===== src/rtl/knn_vote.sv =====
// knn_vote: majority vote over the K nearest type labels from distance_sort.
// type_array_sorted is flattened with entry i at bits [i*TYPE_W +: TYPE_W].
module knn_vote #(
  parameter int N      = 100,
  parameter int K      = 5,
  parameter int TYPE_W = 3,
  parameter int CW     = $clog2(K + 1)
) (
  input  logic                  clk,
  input  logic                  rst,
  input  logic                  valid_sort,
  input  logic [N*TYPE_W-1:0]   type_array_sorted,
  output logic [TYPE_W-1:0]     class_out,
  output logic [CW-1:0]         vote_count,
  output logic                  knn_valid,
  output logic                  busy
);

  localparam int C  = 1 << TYPE_W;
  localparam int IW = (K > 1) ? $clog2(K) : 1;

  typedef enum logic [2:0] {
    IDLE, COUNT, SCAN, DONE, RESP
  } state_t;

  state_t            state_q, state_d;
  logic              vs_q;
  logic [TYPE_W-1:0] lab_q [K];
  logic [TYPE_W-1:0] lab_d [K];
  logic [CW-1:0]     cnt_q [C];
  logic [CW-1:0]     cnt_d [C];
  logic [IW-1:0]     first_q [C];
  logic [IW-1:0]     first_d [C];
  logic [IW-1:0]     idx_q, idx_d;
  logic [TYPE_W-1:0] sc_q, sc_d;
  logic [TYPE_W-1:0] best_q, best_d;
  logic [CW-1:0]     bcnt_q, bcnt_d;
  logic [TYPE_W-1:0] class_q, class_d;
  logic [CW-1:0]     vcnt_q, vcnt_d;
  logic [TYPE_W-1:0] lbl;
  logic              start;
  logic              take;

  if (K < N) begin : g_hi
    logic unused_hi;
    assign unused_hi = ^type_array_sorted[N*TYPE_W-1:K*TYPE_W];
  end

  always_comb begin
    state_d = state_q;
    lab_d   = lab_q;
    cnt_d   = cnt_q;
    first_d = first_q;
    idx_d   = idx_q;
    sc_d    = sc_q;
    best_d  = best_q;
    bcnt_d  = bcnt_q;
    class_d = class_q;
    vcnt_d  = vcnt_q;
    lbl     = lab_q[idx_q];
    start   = (state_q == IDLE) && valid_sort && !vs_q;
    take    = 1'b0;
    unique case (state_q)
      IDLE: begin
        if (start) begin
          for (int i = 0; i < K; i++)
            lab_d[i] = type_array_sorted[i*TYPE_W +: TYPE_W];
          for (int c = 0; c < C; c++) begin
            cnt_d[c]   = '0;
            first_d[c] = '0;
          end
          idx_d   = '0;
          sc_d    = '0;
          best_d  = '0;
          bcnt_d  = '0;
          state_d = COUNT;
        end
      end
      COUNT: begin
        if (lbl != '0 && cnt_q[lbl] != CW'(K)) begin
          cnt_d[lbl] = cnt_q[lbl] + 1'b1;
          if (cnt_q[lbl] == '0)
            first_d[lbl] = idx_q;
        end
        idx_d = idx_q + 1'b1;
        if (idx_q == IW'(K - 1))
          state_d = SCAN;
      end
      SCAN: begin
        // Ties go to the class whose first vote is nearest.
        take = (sc_q != '0) &&
               ((cnt_q[sc_q] > bcnt_q) ||
                (cnt_q[sc_q] == bcnt_q && cnt_q[sc_q] != '0 &&
                 first_q[sc_q] < first_q[best_q]));
        if (take) begin
          best_d = sc_q;
          bcnt_d = cnt_q[sc_q];
        end
        sc_d = sc_q + 1'b1;
        if (sc_q == TYPE_W'(C - 1))
          state_d = DONE;
      end
      DONE: begin
        class_d = best_q;
        vcnt_d  = bcnt_q;
        state_d = RESP;
      end
      RESP:    state_d = IDLE;
      default: state_d = IDLE;
    endcase
  end

  always_ff @(posedge clk or negedge rst) begin
    if (!rst) begin
      state_q <= IDLE;
      vs_q    <= 1'b0;
      for (int i = 0; i < K; i++)
        lab_q[i] <= '0;
      for (int c = 0; c < C; c++) begin
        cnt_q[c]   <= '0;
        first_q[c] <= '0;
      end
      idx_q   <= '0;
      sc_q    <= '0;
      best_q  <= '0;
      bcnt_q  <= '0;
      class_q <= '0;
      vcnt_q  <= '0;
    end else begin
      state_q <= state_d;
      vs_q    <= valid_sort;
      lab_q   <= lab_d;
      cnt_q   <= cnt_d;
      first_q <= first_d;
      idx_q   <= idx_d;
      sc_q    <= sc_d;
      best_q  <= best_d;
      bcnt_q  <= bcnt_d;
      class_q <= class_d;
      vcnt_q  <= vcnt_d;
    end
  end

  assign class_out  = class_q;
  assign vote_count = vcnt_q;
  assign knn_valid  = (state_q == RESP);
  assign busy       = (state_q != IDLE);

endmodule


===== config.mk =====
export PLATFORM = sky130hd
export DESIGN_NAME = knn_vote
export DESIGN_NICKNAME = d
export VERILOG_FILES = /design/src/rtl/knn_vote.sv
export SDC_FILE = /design/constraint.sdc
export NUM_CORES = 1
export LEC_CHECK = 0
export BUFFER_PORTS_ARGS = -buffer_cell sky130_fd_sc_hd__buf_4
export CAP_MARGIN = 20
export CORE_AREA = 4 4 118 120
export CTS_CLUSTER_DIAMETER = 150
export DETAILED_ROUTE_END_ITERATION = 10
export DIE_AREA = 0 0 122 124
export GPL_TIMING_DRIVEN = 0
export PLACE_DENSITY = 0.8
export SYNTH_ARGS = -nofsm -noshare
export SYNTH_HDL_FRONTEND = slang
export SYNTH_SLANG_ARGS = --single-unit

===== constraint.sdc =====
create_clock -name clk -period 8.1 [get_ports clk]
set_clock_uncertainty 0.05 [all_clocks]
set_input_delay 1.215 -clock clk [delete_from_list [all_inputs] [get_ports clk]]
set_output_delay 1.215 -clock clk [all_outputs]
set_load 0.02 [all_outputs]

# After elaboration in Yosys (flattened, before gate mapping)
# Index checks and enable logic that the tools add are counted.
# W data, S select, Z words.
dict set report totals {
  input_bits 303
  ff_bits 85
  output_inout_bits 8
}
dict set report classes {
  bitwise_logic 4
  order_cmp 7
  n_eq_ne 14
  muxes 36
  reduce_logical 24
  n_addsub 3
}
# operator count
set op_table {}
lappend op_table {{$mux W24} 4}
lappend op_table {{$pmux W24 S2} 2}
lappend op_table {{$mux W3} 17}
lappend op_table {{$bwmux W24} 2}
lappend op_table {{$bmux W3 S3} 5}
lappend op_table {{$pmux W3 S2} 4}
lappend op_table {{$ge A4 B4 Y1 const B} 4}
lappend op_table {{$not A3 Y4} 4}
lappend op_table {{$ne A2 B2 Y1 const B} 6}
lappend op_table {{$pmux W3 S4} 1}
lappend op_table {{$reduce_bool A3 Y1} 4}
lappend op_table {{$add A3 B1 Y3 const B} 3}
lappend op_table {{$demux W3 S3} 1}
lappend op_table {{$eq A3 B3 Y1 const B} 3}
lappend op_table {{$reduce_and A3 Y1} 3}
lappend op_table {{$logic_and A1 B1 Y1} 7}
lappend op_table {{$eq A3 B2 Y1 const B} 2}
lappend op_table {{$logic_not A3 Y1} 2}
lappend op_table {{$reduce_and A2 Y1} 3}
lappend op_table {{$lt A4 B1 Y1 const B} 1}
lappend op_table {{$reduce_and A4 Y1} 1}
lappend op_table {{$reduce_bool A2 Y1} 2}
lappend op_table {{$eq A3 B1 Y1 const B} 1}
lappend op_table {{$eq A3 B3 Y1} 1}
lappend op_table {{5 further kinds} 5}

# Longest topological paths before layout
dict set report logic_depth {
  depth_word 13
  mapped_depth 16
  mapped_depth_nobuf 13
}

# Least setup slack after synthesis
# OpenSTA, ideal clock, no wires.
dict set report synth_path {
  path_kind {register to register}
  from {register idx_q[0]}
  to {register first_q[12] in the netlist's numbering}
  path_stages_with_launch 16
  period_less_slack_ns 3.001
  n_path_buf 3
  t_required_ns 7.924
  slack_ns 5.099
  arrival_time_ns 2.826
  cell_sequence {dfrtp_1 -> buf_4 -> mux2i_1 -> o32ai_2 -> a21oi_4 -> buf_2 -> buf_1 -> nor3_1 -> a22oi_1 -> o21ai_1 -> inv_1 -> ha_1 -> nand2_1 -> o31ai_4 -> o21ai_0 -> o2bb2ai_1}
}
dict set report synth_via {
  elab_chain_cells 13
  word_cells_on_any_way 24
  cone_classes {order compare: 2; eq/ne: 3; mux: 12; bitwise: 2; reduce/logical: 5}
}
# element line
set synth_lines {}
lappend synth_lines {{from (decl)} 34} ;# logic [IW-1:0] idx_q, idx_d;
lappend synth_lines {{from (signal assigned)} 135} ;# idx_q <= idx_d;
lappend synth_lines {{$not A3 Y4 (not written as such)} 60} ;# lbl = lab_q[idx_q];
lappend synth_lines {{$bmux W3 S3} 60}
lappend synth_lines {{$mux W3 (not written as such) (2 in series)} 60}
lappend synth_lines {{$not A3 Y4 (not written as such)} {80, 82, 83}}
lappend synth_lines {{$ge A4 B4 Y1 (not written as such) / $lt A4 B1 Y1 (equally long branches)} 83} ;# first_d[lbl] = idx_q;
lappend synth_lines {{$logic_and A1 B1 Y1 (not written as such)} 83}
lappend synth_lines {{$mux W3 (not written as such)} 83}
lappend synth_lines {{$demux W3 S3} 83}
lappend synth_lines {{$bwmux W24} 83}
lappend synth_lines {{$mux W24} 82} ;# if (cnt_q[lbl] == '0)
lappend synth_lines {{$mux W24} 80} ;# if (lbl != '0 && cnt_q[lbl] != CW'(K)) begin
lappend synth_lines {{$pmux W24 S2} 63} ;# unique case (state_q)
lappend synth_lines {{to (signal assigned)} 134} ;# first_q <= first_d;
lappend synth_lines {{to (decl)} 32} ;# logic [IW-1:0] first_q [C];
# Parallel ways exist; a longest one is shown, timed or not. The select of a mux whose other input is x is not followed.
# A chain may end at the register's enable or synchronous reset.

# Final worst setup path
dict set report layout_path {
  from {register idx_q[0]}
  to {register first_q[20] in the netlist's numbering}
}
dict set report layout_via {
  elab_chain_cells 13
  word_cells_on_any_way 24
  cone_classes {order compare: 2; eq/ne: 3; mux: 12; bitwise: 2; reduce/logical: 5}
}
# element line
set layout_lines {}
lappend layout_lines {{$not A3 Y4 (not written as such) *} 60}
lappend layout_lines {{$bmux W3 S3 *} 60}
lappend layout_lines {{$mux W3 (not written as such) * (2 in series)} 60}
lappend layout_lines {{$not A3 Y4 (not written as such)} {80, 82, 83}}
lappend layout_lines {{$ge A4 B4 Y1 (not written as such) / $lt A4 B1 Y1 (equally long branches)} 83}
lappend layout_lines {{$logic_and A1 B1 Y1 (not written as such)} 83}
lappend layout_lines {{$mux W3 (not written as such)} 83}
lappend layout_lines {{$demux W3 S3} 83}
lappend layout_lines {{$bwmux W24} 83}
lappend layout_lines {{$mux W24} 82}
lappend layout_lines {{$mux W24} 80}
lappend layout_lines {{$pmux W24 S2} 63}
# Every way passes the cells marked *; elsewhere a longest branch is shown, timed or not. The select of a mux whose other input is x is not followed.

==> run_results.csv <==
group,metric,value,unit
global_routing,grtUsageTotal,15.9,%
cells_and_area,drive_above_1_share,21.8,%
routing,drt-met1-wl,4910,um
synthesis,synth_cell_type_count,46,
die,ioPinCount,311,
routing,drtPass1Iterations,4,
clocking,clock_path_buffers,2,
cells_and_area,area_growth,16.4,%
synthesis,synth_top_family_by_area,"multiplexers",
placed_design,io_buffers,25,
worst_setup_path,worst-endpoint-required,8.32,ns
pwr,p_leak,2.39,nW
pwr,peakVddDrop,0.268,mV
placed_design,gp_congestion,0.917,
global_routing,grt_max_degree,86,
clocking,cts.clk_slew.worst_paths,0.06,ns
routing,drc,0,
synthesis,netlist_instances,421,
timing,drv_slew,0,
synthesis,ys_ff_latch,85,
cells_and_area,utilization,41.5,%
routing,routed_wirelength,11000,um
timing,hold_viol,0,
synthesis,synth_commonest_cells,"dfrtp_1 (85), nand2_1 (77), mux2i_1 (28)",
timing,fmax,0.268,GHz
timing,min_period,3.73,ns
synthesis,syn_nets,737,
timing,setup_viol_count_final,0,
worst_setup_path,worstPathArrival,3.94,ns
routing,wl_met2,5310,um
synthesis,yosys_warnings,0,
routing,dr_wl_met3,625,um
placed_design,hpwl,8100,um
synthesis,yosysTopAreaCellShare,45.9,%
clocking,post-cts-setup-buffers,0,
cells_and_area,fin_cells,639,
clocking,numClockSinks,85,
routing,vias,3424,
synthesis,yosysMostFrequentCell,"dfrtp_1",
timing,grt_setup_unrepaired,"no",
timing,worst_pin_slew,0.792,ns
timing,min_period_over_period,46.0,%
die,core,13000,um2
cells_and_area,nNetsFinal,774,
worst_setup_path,crit_type,"reg -> reg",
clocking,clockRootBuffer,"clkbuf_16",
routing,wire_per_inst,17.2,um
worst_setup_path,critPathCapture,"first_q[20]$_DFFE_PN0P_",
timing,max_slew_margin,46.8,%
die,rows,42,
worst_setup_path,r2r_slack,4.37,ns
synthesis,ys.flop_type,"dfrtp_1",
synthesis,synthAdderAreaFrac,3.51,%
worst_setup_path,cp-start-kind,"flip-flop",
hold_path,worstHoldPathType,"reg -> reg",
worst_setup_path,rr_startpoint,"idx_q[0]$_DFFE_PN0P_",
synthesis,synth-xor-area-share,0,%
flow_run,drv_cap,0,
cells_and_area,diodes,0,
routing,drt_iter0_drc,288,
outcome,outcome,"complete, no violations",
worst_setup_path,critPathMaxFanout,10,
clocking,h-tree-depth,3,
synthesis,synthMuxAreaShare,20.0,%
synthesis,synth_compound_gate_area_share,14.3,%
global_routing,antenna_found_initial,0,
synthesis,synth_edf_count,0,
pwr,p_total,2.29,mW
clocking,insertion_delay,0.35,ns
clocking,cts.hold.buffers_added,0,
clocking,cts-resized-gates,0,
worst_setup_path,startpoint,"idx_q[0]$_DFFE_PN0P_",
synthesis,avgSynthCellArea,11.0,um2
die,die_area,15100,um2
global_routing,grt_pass1_wl,18600,um
placed_design,dp.cells,622,
synthesis,synth_simple_gate_area_share,12.8,%
routing,viasPerCell,5.36,
pwr,p_per_area,425,nW/um2
synthesis,synth_area,4630,um2
global_routing,grt_overflow,0,
die,die_width,122,um
clocking,tritoncts,"done",
synthesis,synth-seq-area-share,45.9,%
routing,antenna_left,0,
timing,final.setup.tns,0,ns
die,start_util,35.7,%
clocking,numCtsBuffers,9,
routing,top_layer_used,"met4",
die,die_y,124,um
global_routing,grt_pass1_vias,3575,
worst_setup_path,cp-end-kind,"flip-flop",
synthesis,yosysTopAreaCell,"dfrtp_1",
worst_setup_path,r2r-end,"first_q[20]$_DFFE_PN0P_",
synthesis,synthArstFlopShare,100,%
worst_setup_path,ff2ff_path_depth,15,
synthesis,ys_top_cells_by_area,"dfrtp_1 (46%), mux4_2 (8.7%), nand2_1 (6.2%)",
cells by family (layout without fill, tap and decap cells):
group,Yosys count,in the layout
mux,67,67
simple gates,132,132
flops,85,85
buf+inv,40,82
compound gates,84,84
fa+ha+maj,13,13
placed cells by master (no fill, tap or decap), types with 5 or more instances in the layout:
cell,instances
o2bb2ai_1,22
ha_1,13
a21oi_1,10
clkbuf_16,9
buf_2,6
and2_1,9
nand2_1,77
mux2i_1,28
nor3_1,5
clkbuf_1,17
inv_1,14
mux2_2,20
nand3_1,13
nor2_1,12
o21ai_0,21
or3_1,5
buf_4,27
mux4_2,18
dfrtp_1,85
flip-flops by register name, summed over array words and instances, names as in the netlist:
register    flops
first_q        24
cnt_q          24
bcnt_q          3
vs_q            1
idx_q           3
class_out       3
sc_q            3
lab_q          15
best_q          3
vote_count      3
state_q         3
layer usage:
metal,vias to the layer above,GRT usage (%)
met5,-,0
met4,0,5.04
met3,16,4.81
met2,77,25.9
met1,1727,20.4
li1,1604,-
where the power goes:
part,switching (mW),total [mW],internal (mW)
Combinational,0.730,1.17,0.435
Sequential,0.111,0.681,0.569
Clock,0.175,0.447,0.272
area by class of cell:
class | count | area [um2]
Buffer | 26 | 113
Clock buffer | 9 | 225
Clock inverter | 7 | 98.8
Fill cell | 1250 | 7590
Inverter | 14 | 52.6
Multi-Input combinational cell | 296 | 2340
Sequential cell | 85 | 2130
Tap cell | 176 | 220
Timing Repair Buffer | 26 | 215
stage by stage:
step                cell area [um2]  hold WS, ns  worst slack [ns]
floorplan                      4630        0.400              5.10
global placement               5040        0.415              4.50
detailed placement             5040        0.423              4.43
CTS                            5370        0.438              4.39
global route                   5390        0.471              4.04
finish                         5390        0.428              4.37
critical path: stages (launching register included):
cell and delay, ns:
dfrtp_1 0.37, buf_4 0.20, mux2i_1 0.24, o32ai_2 0.13, a21oi_4 0.23, buf_2 0.26, buf_1 0.36, nor3_1 0.11
a22oi_1 0.15, o21ai_1 0.27, inv_1 0.13, ha_1 0.16, nand2_1 0.09, nor3_1 0.35, nand2_1 0.32, o2bb2ai_1 0.22
how the worst min path moves through the flow:
stage,startpoint,endpoint,slack [ns],cells past startpoint
floorplan,bcnt_q[1]$_DFFE_PN0P_,bcnt_q[1]$_DFFE_PN0P_,0.40,2
finish,class_out[2]$_DFFE_PN0P_,class_out[2]$_DFFE_PN0P_,0.43,2
global route,lab_q[7]$_DFFE_PN0P_,lab_q[7]$_DFFE_PN0P_,0.47,1
CTS,class_out[2]$_DFFE_PN0P_,class_out[2]$_DFFE_PN0P_,0.44,2
detailed placement,class_out[2]$_DFFE_PN0P_,class_out[2]$_DFFE_PN0P_,0.42,2
global placement,class_out[0]$_DFFE_PN0P_,class_out[0]$_DFFE_PN0P_,0.41,2
No activity file was read; power rests on OpenSTA's default activity.
